`config.mk`:
```
export PLATFORM = sky130hd
export DESIGN_NAME = sync_fifo_ctrl
export DESIGN_NICKNAME = d
export VERILOG_FILES = /design/src/rtl/sync_fifo_pkg.sv /design/src/rtl/sync_fifo_ram.sv /design/src/rtl/sync_fifo_ctrl.sv
export SDC_FILE = /design/constraint.sdc
export NUM_CORES = 2
export LEC_CHECK = 0
export BUFFER_PORTS_ARGS = -buffer_cell sky130_fd_sc_hd__buf_2
export CAP_MARGIN = 20
export CORE_AREA = 2 2 548 496
export DETAILED_ROUTE_END_ITERATION = 8
export DIE_AREA = 0 0 550 498
export PLACE_DENSITY_LB_ADDON = 0.08
export SYNTH_ARGS = -nofsm -noshare
export SYNTH_HDL_FRONTEND = slang
export SYNTH_SLANG_ARGS = --single-unit
```
`constraint.sdc`:
```
create_clock -name CLOCK -period 3.8 [get_ports CLOCK]
set_input_delay 0.19 -clock CLOCK [delete_from_list [all_inputs] [get_ports CLOCK]]
set_output_delay 0.19 -clock CLOCK [all_outputs]
set_load 0.02 [all_outputs]
```
`src/rtl/sync_fifo_pkg.sv`:
```
// Shared definitions for the synchronous FIFO controller and its RAM.
package sync_fifo_pkg;

    // Output pipeline modes for the PIPE parameter
    localparam int unsigned PIPE_NONE = 0;
    localparam int unsigned PIPE_OUT  = 1;

    // Ceiling log2, used to size pointers and the word counter
    function automatic int unsigned clog2(input int unsigned value);
        int unsigned r;
        r = 0;
        for (int i = 0; i < 32; i++) begin
            if ((32'd1 << i) < value) begin
                r = 32'(i + 1);
            end
        end
        return r;
    endfunction

endpackage

```
`src/rtl/sync_fifo_ram.sv`:
```
// Simple dual-port RAM: one write port, one registered read port.
// The read register has a synchronous reset so the FIFO output starts at zero.
module sync_fifo_ram
    import sync_fifo_pkg::*;
#(
    parameter int unsigned WIDTH = 32,
    parameter int unsigned DEPTH = 128,
    parameter int unsigned AW    = clog2(DEPTH)
) (
    input  logic             i_clk,
    input  logic             i_rst,
    input  logic             i_we,
    input  logic [AW-1:0]    i_waddr,
    input  logic [WIDTH-1:0] i_wdata,
    input  logic             i_re,
    input  logic [AW-1:0]    i_raddr,
    output logic [WIDTH-1:0] o_rdata
);

    logic [WIDTH-1:0] r_mem [DEPTH];
    logic [WIDTH-1:0] r_rdata;

    // Write port; contents are never cleared
    always_ff @(posedge i_clk) begin
        if (i_we) begin
            r_mem[i_waddr] <= i_wdata;
        end
    end

    // Registered read port, holds its value when no read is issued
    always_ff @(posedge i_clk) begin
        if (i_rst) begin
            r_rdata <= '0;
        end else if (i_re) begin
            r_rdata <= r_mem[i_raddr];
        end
    end

    assign o_rdata = r_rdata;

endmodule

```
`src/rtl/sync_fifo_ctrl.sv`:
```
// Synchronous FIFO controller: pointers, word count, status flags and the
// read-data output pipeline around a sync_fifo_ram instance.
// Optional feature macro: SYNC_FIFO_ERRFLAG_EN enables the sticky
// OVERFLOW/UNDERFLOW flags; when undefined both ports are tied low.
module sync_fifo_ctrl
    import sync_fifo_pkg::*;
#(
    parameter int unsigned WIDTH     = 32,
    parameter int unsigned DEPTH     = 128,
    parameter int unsigned PIPE      = 1,
    parameter int unsigned AFULL_TH  = DEPTH - 4,
    parameter int unsigned AEMPTY_TH = 4
) (
    input  logic                    CLOCK,
    input  logic                    RESET,
    input  logic                    WE,
    input  logic [WIDTH-1:0]        WDATA,
    input  logic                    RE,
    output logic [WIDTH-1:0]        RDATA,
    output logic                    RVALID,
    output logic                    FULL,
    output logic                    EMPTY,
    output logic                    AFULL,
    output logic                    AEMPTY,
    output logic [clog2(DEPTH):0]   COUNT,
    output logic                    OVERFLOW,
    output logic                    UNDERFLOW
);

    localparam int unsigned AW = clog2(DEPTH);
    localparam int unsigned CW = AW + 1;

    localparam logic [CW-1:0] L_FULL   = CW'(DEPTH);
    localparam logic [CW-1:0] L_AFULL  = CW'(AFULL_TH);
    localparam logic [CW-1:0] L_AEMPTY = CW'(AEMPTY_TH);

    logic [AW-1:0]    r_wr_ptr;
    logic [AW-1:0]    r_rd_ptr;
    logic [CW-1:0]    r_count;
    logic [CW-1:0]    w_count_nxt;
    logic             r_full;
    logic             r_empty;
    logic             r_afull;
    logic             r_aempty;
    logic             w_wr_acc;
    logic             w_rd_acc;
    logic             r_rv1;
    logic [WIDTH-1:0] w_ram_q;

    // Accept decisions use only registered flags; next count from accepts
    always_comb begin
        w_wr_acc    = WE & ~r_full;
        w_rd_acc    = RE & ~r_empty;
        w_count_nxt = r_count;
        case ({w_wr_acc, w_rd_acc})
            2'b10:   w_count_nxt = r_count + CW'(1);
            2'b01:   w_count_nxt = r_count - CW'(1);
            default: w_count_nxt = r_count;
        endcase
    end

    // Pointers, counter and flags, flags registered from the next count
    always_ff @(posedge CLOCK) begin
        if (RESET) begin
            r_wr_ptr <= '0;
            r_rd_ptr <= '0;
            r_count  <= '0;
            r_full   <= 1'b0;
            r_empty  <= 1'b1;
            r_afull  <= 1'b0;
            r_aempty <= 1'b1;
        end else begin
            if (w_wr_acc) begin
                r_wr_ptr <= r_wr_ptr + AW'(1);
            end
            if (w_rd_acc) begin
                r_rd_ptr <= r_rd_ptr + AW'(1);
            end
            r_count  <= w_count_nxt;
            r_full   <= (w_count_nxt == L_FULL);
            r_empty  <= (w_count_nxt == '0);
            r_afull  <= (w_count_nxt >= L_AFULL);
            r_aempty <= (w_count_nxt <= L_AEMPTY);
        end
    end

    // First read-valid stage tracks the RAM read register
    always_ff @(posedge CLOCK) begin
        if (RESET) begin
            r_rv1 <= 1'b0;
        end else begin
            r_rv1 <= w_rd_acc;
        end
    end

    sync_fifo_ram #(
        .WIDTH (WIDTH),
        .DEPTH (DEPTH),
        .AW    (AW)
    ) u_ram (
        .i_clk   (CLOCK),
        .i_rst   (RESET),
        .i_we    (w_wr_acc),
        .i_waddr (r_wr_ptr),
        .i_wdata (WDATA),
        .i_re    (w_rd_acc),
        .i_raddr (r_rd_ptr),
        .o_rdata (w_ram_q)
    );

    generate
        if (PIPE == PIPE_OUT) begin : g_pipe_out
            logic             r_rv2;
            logic [WIDTH-1:0] r_rdata;

            // Extra output register stage; reset drops any in-flight read
            always_ff @(posedge CLOCK) begin
                if (RESET) begin
                    r_rv2   <= 1'b0;
                    r_rdata <= '0;
                end else begin
                    r_rv2 <= r_rv1;
                    if (r_rv1) begin
                        r_rdata <= w_ram_q;
                    end
                end
            end

            assign RDATA  = r_rdata;
            assign RVALID = r_rv2;
        end else begin : g_pipe_none
            assign RDATA  = w_ram_q;
            assign RVALID = r_rv1;
        end
    endgenerate

`ifdef SYNC_FIFO_ERRFLAG_EN
    logic r_overflow;
    logic r_underflow;

    // Sticky error flags for dropped writes and ignored reads
    always_ff @(posedge CLOCK) begin
        if (RESET) begin
            r_overflow  <= 1'b0;
            r_underflow <= 1'b0;
        end else begin
            if (WE && r_full) begin
                r_overflow <= 1'b1;
            end
            if (RE && r_empty) begin
                r_underflow <= 1'b1;
            end
        end
    end

    assign OVERFLOW  = r_overflow;
    assign UNDERFLOW = r_underflow;
`else
    assign OVERFLOW  = 1'b0;
    assign UNDERFLOW = 1'b0;
`endif

    assign FULL   = r_full;
    assign EMPTY  = r_empty;
    assign AFULL  = r_afull;
    assign AEMPTY = r_aempty;
    assign COUNT  = r_count;

endmodule

```
==> results.md <==
Clock tree:
- TritonCTS built the clock tree.
- The later pin in the worst-skew pair is clocked with a latency of 930 ps.
- In this run, CTS created clock tree buffers numbering 406.
- The number of setup buffers added after CTS is 0.
- In this run the clock root is driven by a sky130_fd_sc_hd__clkbuf_16.
- CTS built an H-tree with a depth of 5.
- The count of clock tree sinks is 4188.
- Clock-pin slew was measured on the worst setup and hold paths at 60 ps.
- The maximum number of buffers from clock root to sink is 4.

STA:
- The routed design could run at a clock period as short as 3840 ps.
- The worst relative slew slack is 15.7%.
- Setup slack on the critical path of the routed design comes to -43.9 ps.
- For the pin with the worst max-slew slack, the measured transition is 1260 ps.
- After routing, the total negative slack on setup checks comes to -45.3 ps.
- The hold violation total from the final report is 0.
- Setup repair after global routing left no endpoint under its margin.
- Hold is met by 72.3 ps.
- The number of max-slew violations in the final report is 0.
- On the final layout, the worst clock skew is 45.2 ps.
- The fmax is 260 MHz.
- In the finished design, the share of the clock period the worst path needs comes to 101%.
- The total setup violations reported at the end of the flow is 2.

Synth:
- In the synthesized netlist, the number of instances is 7189.
- The post-synthesis area per instance is 22.3 µm².
- During synthesis, Yosys emitted a total of 0 warnings.
- The fraction of synthesis flops using an asynchronous set or reset pin is 0%.
- The synthesized design contains 4096 enable-type register cells.
- Sequential elements use 78.0% of the synthesized area.
- Summed over all instances, the cell type with the most area after synthesis is sky130_fd_sc_hd__edfxtp_1.
- Counting flops and latches in the post-synthesis netlist gives 4188.
- By area the synthesized netlist is led by sky130_fd_sc_hd__edfxtp_1, sky130_fd_sc_hd__mux4_2, sky130_fd_sc_hd__mux2i_1.
- The mapped netlist covers 0.160 mm².
- Summed over its instances, the top area cell type makes up 76.8% of the synthesized netlist area.
- The main flop type after synthesis is sky130_fd_sc_hd__edfxtp_1.
- The distinct cell type count after synthesis is 78.

Die:
- The number of standard-cell rows in the floorplan is 181.
- The die covers 0.274 mm².
- The effective utilization at floorplan is 59.6%.
- Measured along the x axis, the die boundary spans 550 µm.
- The die height is 498 µm.
- The core area is 0.269 mm².
- The boundary pin count is 83.

Global routing:
- Global routing finished with a remaining overflow of 0.
- The initial antenna violation count came to 30.
- The first global-routing pass estimated 622 mm of wire.
- The number of global-route vias before repair was 80000.
- For this run, the total global-route usage over all layers was measured as 32.9%.
- The largest net degree at the start of global routing is 98.

Placed design:
- The detailed placement HPWL is 265 mm.
- In this run the tool buffered the top-level ports with 80 buffer cells.
- The final weighted congestion in routability-driven placement is 0.876.
- The post-place setup slack is -18.3 ps.
- The instance count after placement with tap cells included is 10900.

Power:
- In this run the power spent charging and discharging nets is 23.9 mW.
- The leakage dissipation is 55.5 nW.
- The power density of the placed cells is 563 mW/mm².
- VDD sags by at most 0.443 mV.
- Net switching is 23.3% of the power.
- In this run, flip-flops and latches consume 50.0% of the power.
- The clock network accounts for 38.1% of the total power.
- The internal power is 78.6 mW.
- The combinational cell fraction of total power is 11.9%.

Outcome:
- The final reports fail on negative setup slack.
- The run finished, with violations left.

Cells and area:
- Counting the fill cells in the layout gives 16900.
- The share of final-layout standard cells stronger than drive strength 1 is 28.1%.
- In the final layout, the multi-input gates occupy 0.0338 mm².
- The area used by sequential logic in the layout is 0.125 mm².
- After the flow finishes, the layout carries non-filler instances totaling 11700.
- The signed area change from the synthesized netlist to the final layout is 13.7%.
- The net count of the finished layout is 7858.

Detailed routing:
- The remaining antenna violation count is 0.
- The total wire length after detailed routing is 449 mm.
- For this run, the detailed router's first-pass iteration total came to 6.
- The routed layout has 81900 vias.
- For this run, design rule violations remaining after detail routing come to 0.
- The first-iteration detailed-routing DRC count is 12800.
- The detail-routed net length per standard cell is 38.3 µm.
- The vias per cell is 6.98.

Critical path:
- On the worst path, the slowest cell contributes a delay of 960 ps.
- STA classifies the critical path startpoint as a register.
- The peak fanout along the critical path is 24.
- The slowest stage of the critical path is the sky130_fd_sc_hd__o311ai_1 cell.
- The data required time of the worst path is 4590 ps.
- Traced cell by cell, the critical path runs through buf_4 > buf_12 > buf_12 > mux4_2 > a32oi_1 > o211ai_1 > o311ai_1 > buf_4 > a21oi_1.
- The critical path is of the register to register type.
- At the worst endpoint, the arrival time is 4630 ps.
- The kind of end point of the critical path is a register.

Job:
- The max-capacitance violation count is 0.

Min path:
- The class of the worst hold path is input port to register.
## logic make-up (layout without fill, tap and decap cells)
logic type	Yosys count	in the layout	synth area share [%]
AOI/OAI and AO/OA	707	707	3.27
xor gates and xnor gates	16	16	0.0875
adders and majority gates	4	4	0.0313
buffers and inverters	439	1396	1.59
DFF	4188	4188	78.0
muxes	1354	1354	15.7
other	1	18	0.00234
and+or+nand+nor	480	480	1.38
## stage by stage
stage	cell area [µm²]	utilization [%]	total power, mW
after floorplan	160000	-	60.3
after global placement	169000	62.9	64.2
after detailed placement	169000	62.9	64.4
after CTS	182000	67.8	103
after global routing	182000	67.8	105
final	182000	67.8	103
## critical path, delay by kind of cell (launching register included)
kind | cells | cell delay, ps
buffers and inverters | 4 | 950
muxes | 1 | 320
DFF | 1 | 680
AOI/OAI and AO/OA | 4 | 1720
## Yosys cell counts (all sizes together) (64+ instances only)
library cell and number:
a21oi 64, clkbuf 156, nor2 223, buf 269, nand2 86, mux2i 404
edfxtp 4096, a211oi 96, mux4 920, a22oi 124, dfxtp 92, o22ai 95
## routing by layer
layer | up-vias | track usage (%) | part of all wire [%]
met5 | - | 0 | 0.011
met4 | 8 | 11.8 | 3.9
met3 | 757 | 6.97 | 12
met2 | 5407 | 50.0 | 47
met1 | 43800 | 47.9 | 38
li1 | 32000 | - | -
## final cells by class
| type | count | area share, % |
|---|---|---|
| sequential | 4188 | 68.6 |
| multi-input combinational | 2563 | 18.6 |
| clock buffer | 507 | 5.92 |
| timing repair buffer | 645 | 3.36 |
| tap | 3568 | 2.45 |
| clock inverter | 230 | 1.08 |
| inverter | 14 | 0.0295 |
| antenna | 16 | 0.0220 |
## what timing repair did
item,4_1_cts,5_1_grt
resized for setup,2,4
hold endpoints to repair,1340,48
setup endpoints to repair,1,4
hold buffers,33,1
## worst paths after layout
| check | end | from | slack, ps | cells after the start |
|---|---|---|---|---|
| worst max-delay path | u_ram.o_rdata[13] | r_rd_ptr[1] | -40 | 9 |
| worst min-delay path | u_ram.o_rdata[17] | RE | 70 | 5 |
| worst max register to register | u_ram.o_rdata[13] | r_rd_ptr[1] | -40 | 9 |
| worst min register to register | u_ram.o_rdata[23] | u_ram.o_rdata[23] | 480 | 1 |
## state kept, by name (all words and copies together), names as in the netlist, 7 cells and up
name	flops
u_ram.r_mem	4096
COUNT	8
u_ram.o_rdata	32
RDATA	32
r_wr_ptr	7
r_rd_ptr	7
## power by group through the flow
| stage | sequential (mW) | combinational, mW | clock [mW] |
|---|---|---|---|
| finish | 51.3 | 12.2 | 39.1 |
| CTS | 51.3 | 12.2 | 39.4 |
| detailed placement | 52.3 | 12.1 | 0 |
| floorplan | 52.0 | 8.26 | 0 |
| global route | 51.3 | 12.8 | 41.1 |
| global placement | 52.2 | 12.0 | 0 |
## cell usage in the layout, fill, tap and decap left out, types with 30 or more instances in the layout
cell type                       count
sky130_fd_sc_hd__a211oi_1          94
sky130_fd_sc_hd__a21oi_1           64
sky130_fd_sc_hd__a221oi_1          43
sky130_fd_sc_hd__a22o_1            47
sky130_fd_sc_hd__a22oi_1          124
sky130_fd_sc_hd__buf_12           105
sky130_fd_sc_hd__buf_2             48
sky130_fd_sc_hd__buf_4            456
sky130_fd_sc_hd__bufinv_16         31
sky130_fd_sc_hd__clkbuf_1          84
sky130_fd_sc_hd__clkbuf_16        413
sky130_fd_sc_hd__clkinv_1         101
sky130_fd_sc_hd__clkinv_2          70
sky130_fd_sc_hd__dfxtp_1           84
sky130_fd_sc_hd__dlygate4sd3_1     34
sky130_fd_sc_hd__edfxtp_1        4096
sky130_fd_sc_hd__mux2_2            30
sky130_fd_sc_hd__mux2i_1          400
sky130_fd_sc_hd__mux4_2           920
sky130_fd_sc_hd__nand2_1           86
sky130_fd_sc_hd__nand3_1           32
sky130_fd_sc_hd__nor2_1            92
sky130_fd_sc_hd__nor2_4           130
sky130_fd_sc_hd__o21ai_0           36
sky130_fd_sc_hd__o221ai_1          52
sky130_fd_sc_hd__o22ai_1           95
Power figures use the tool's default switching activity.
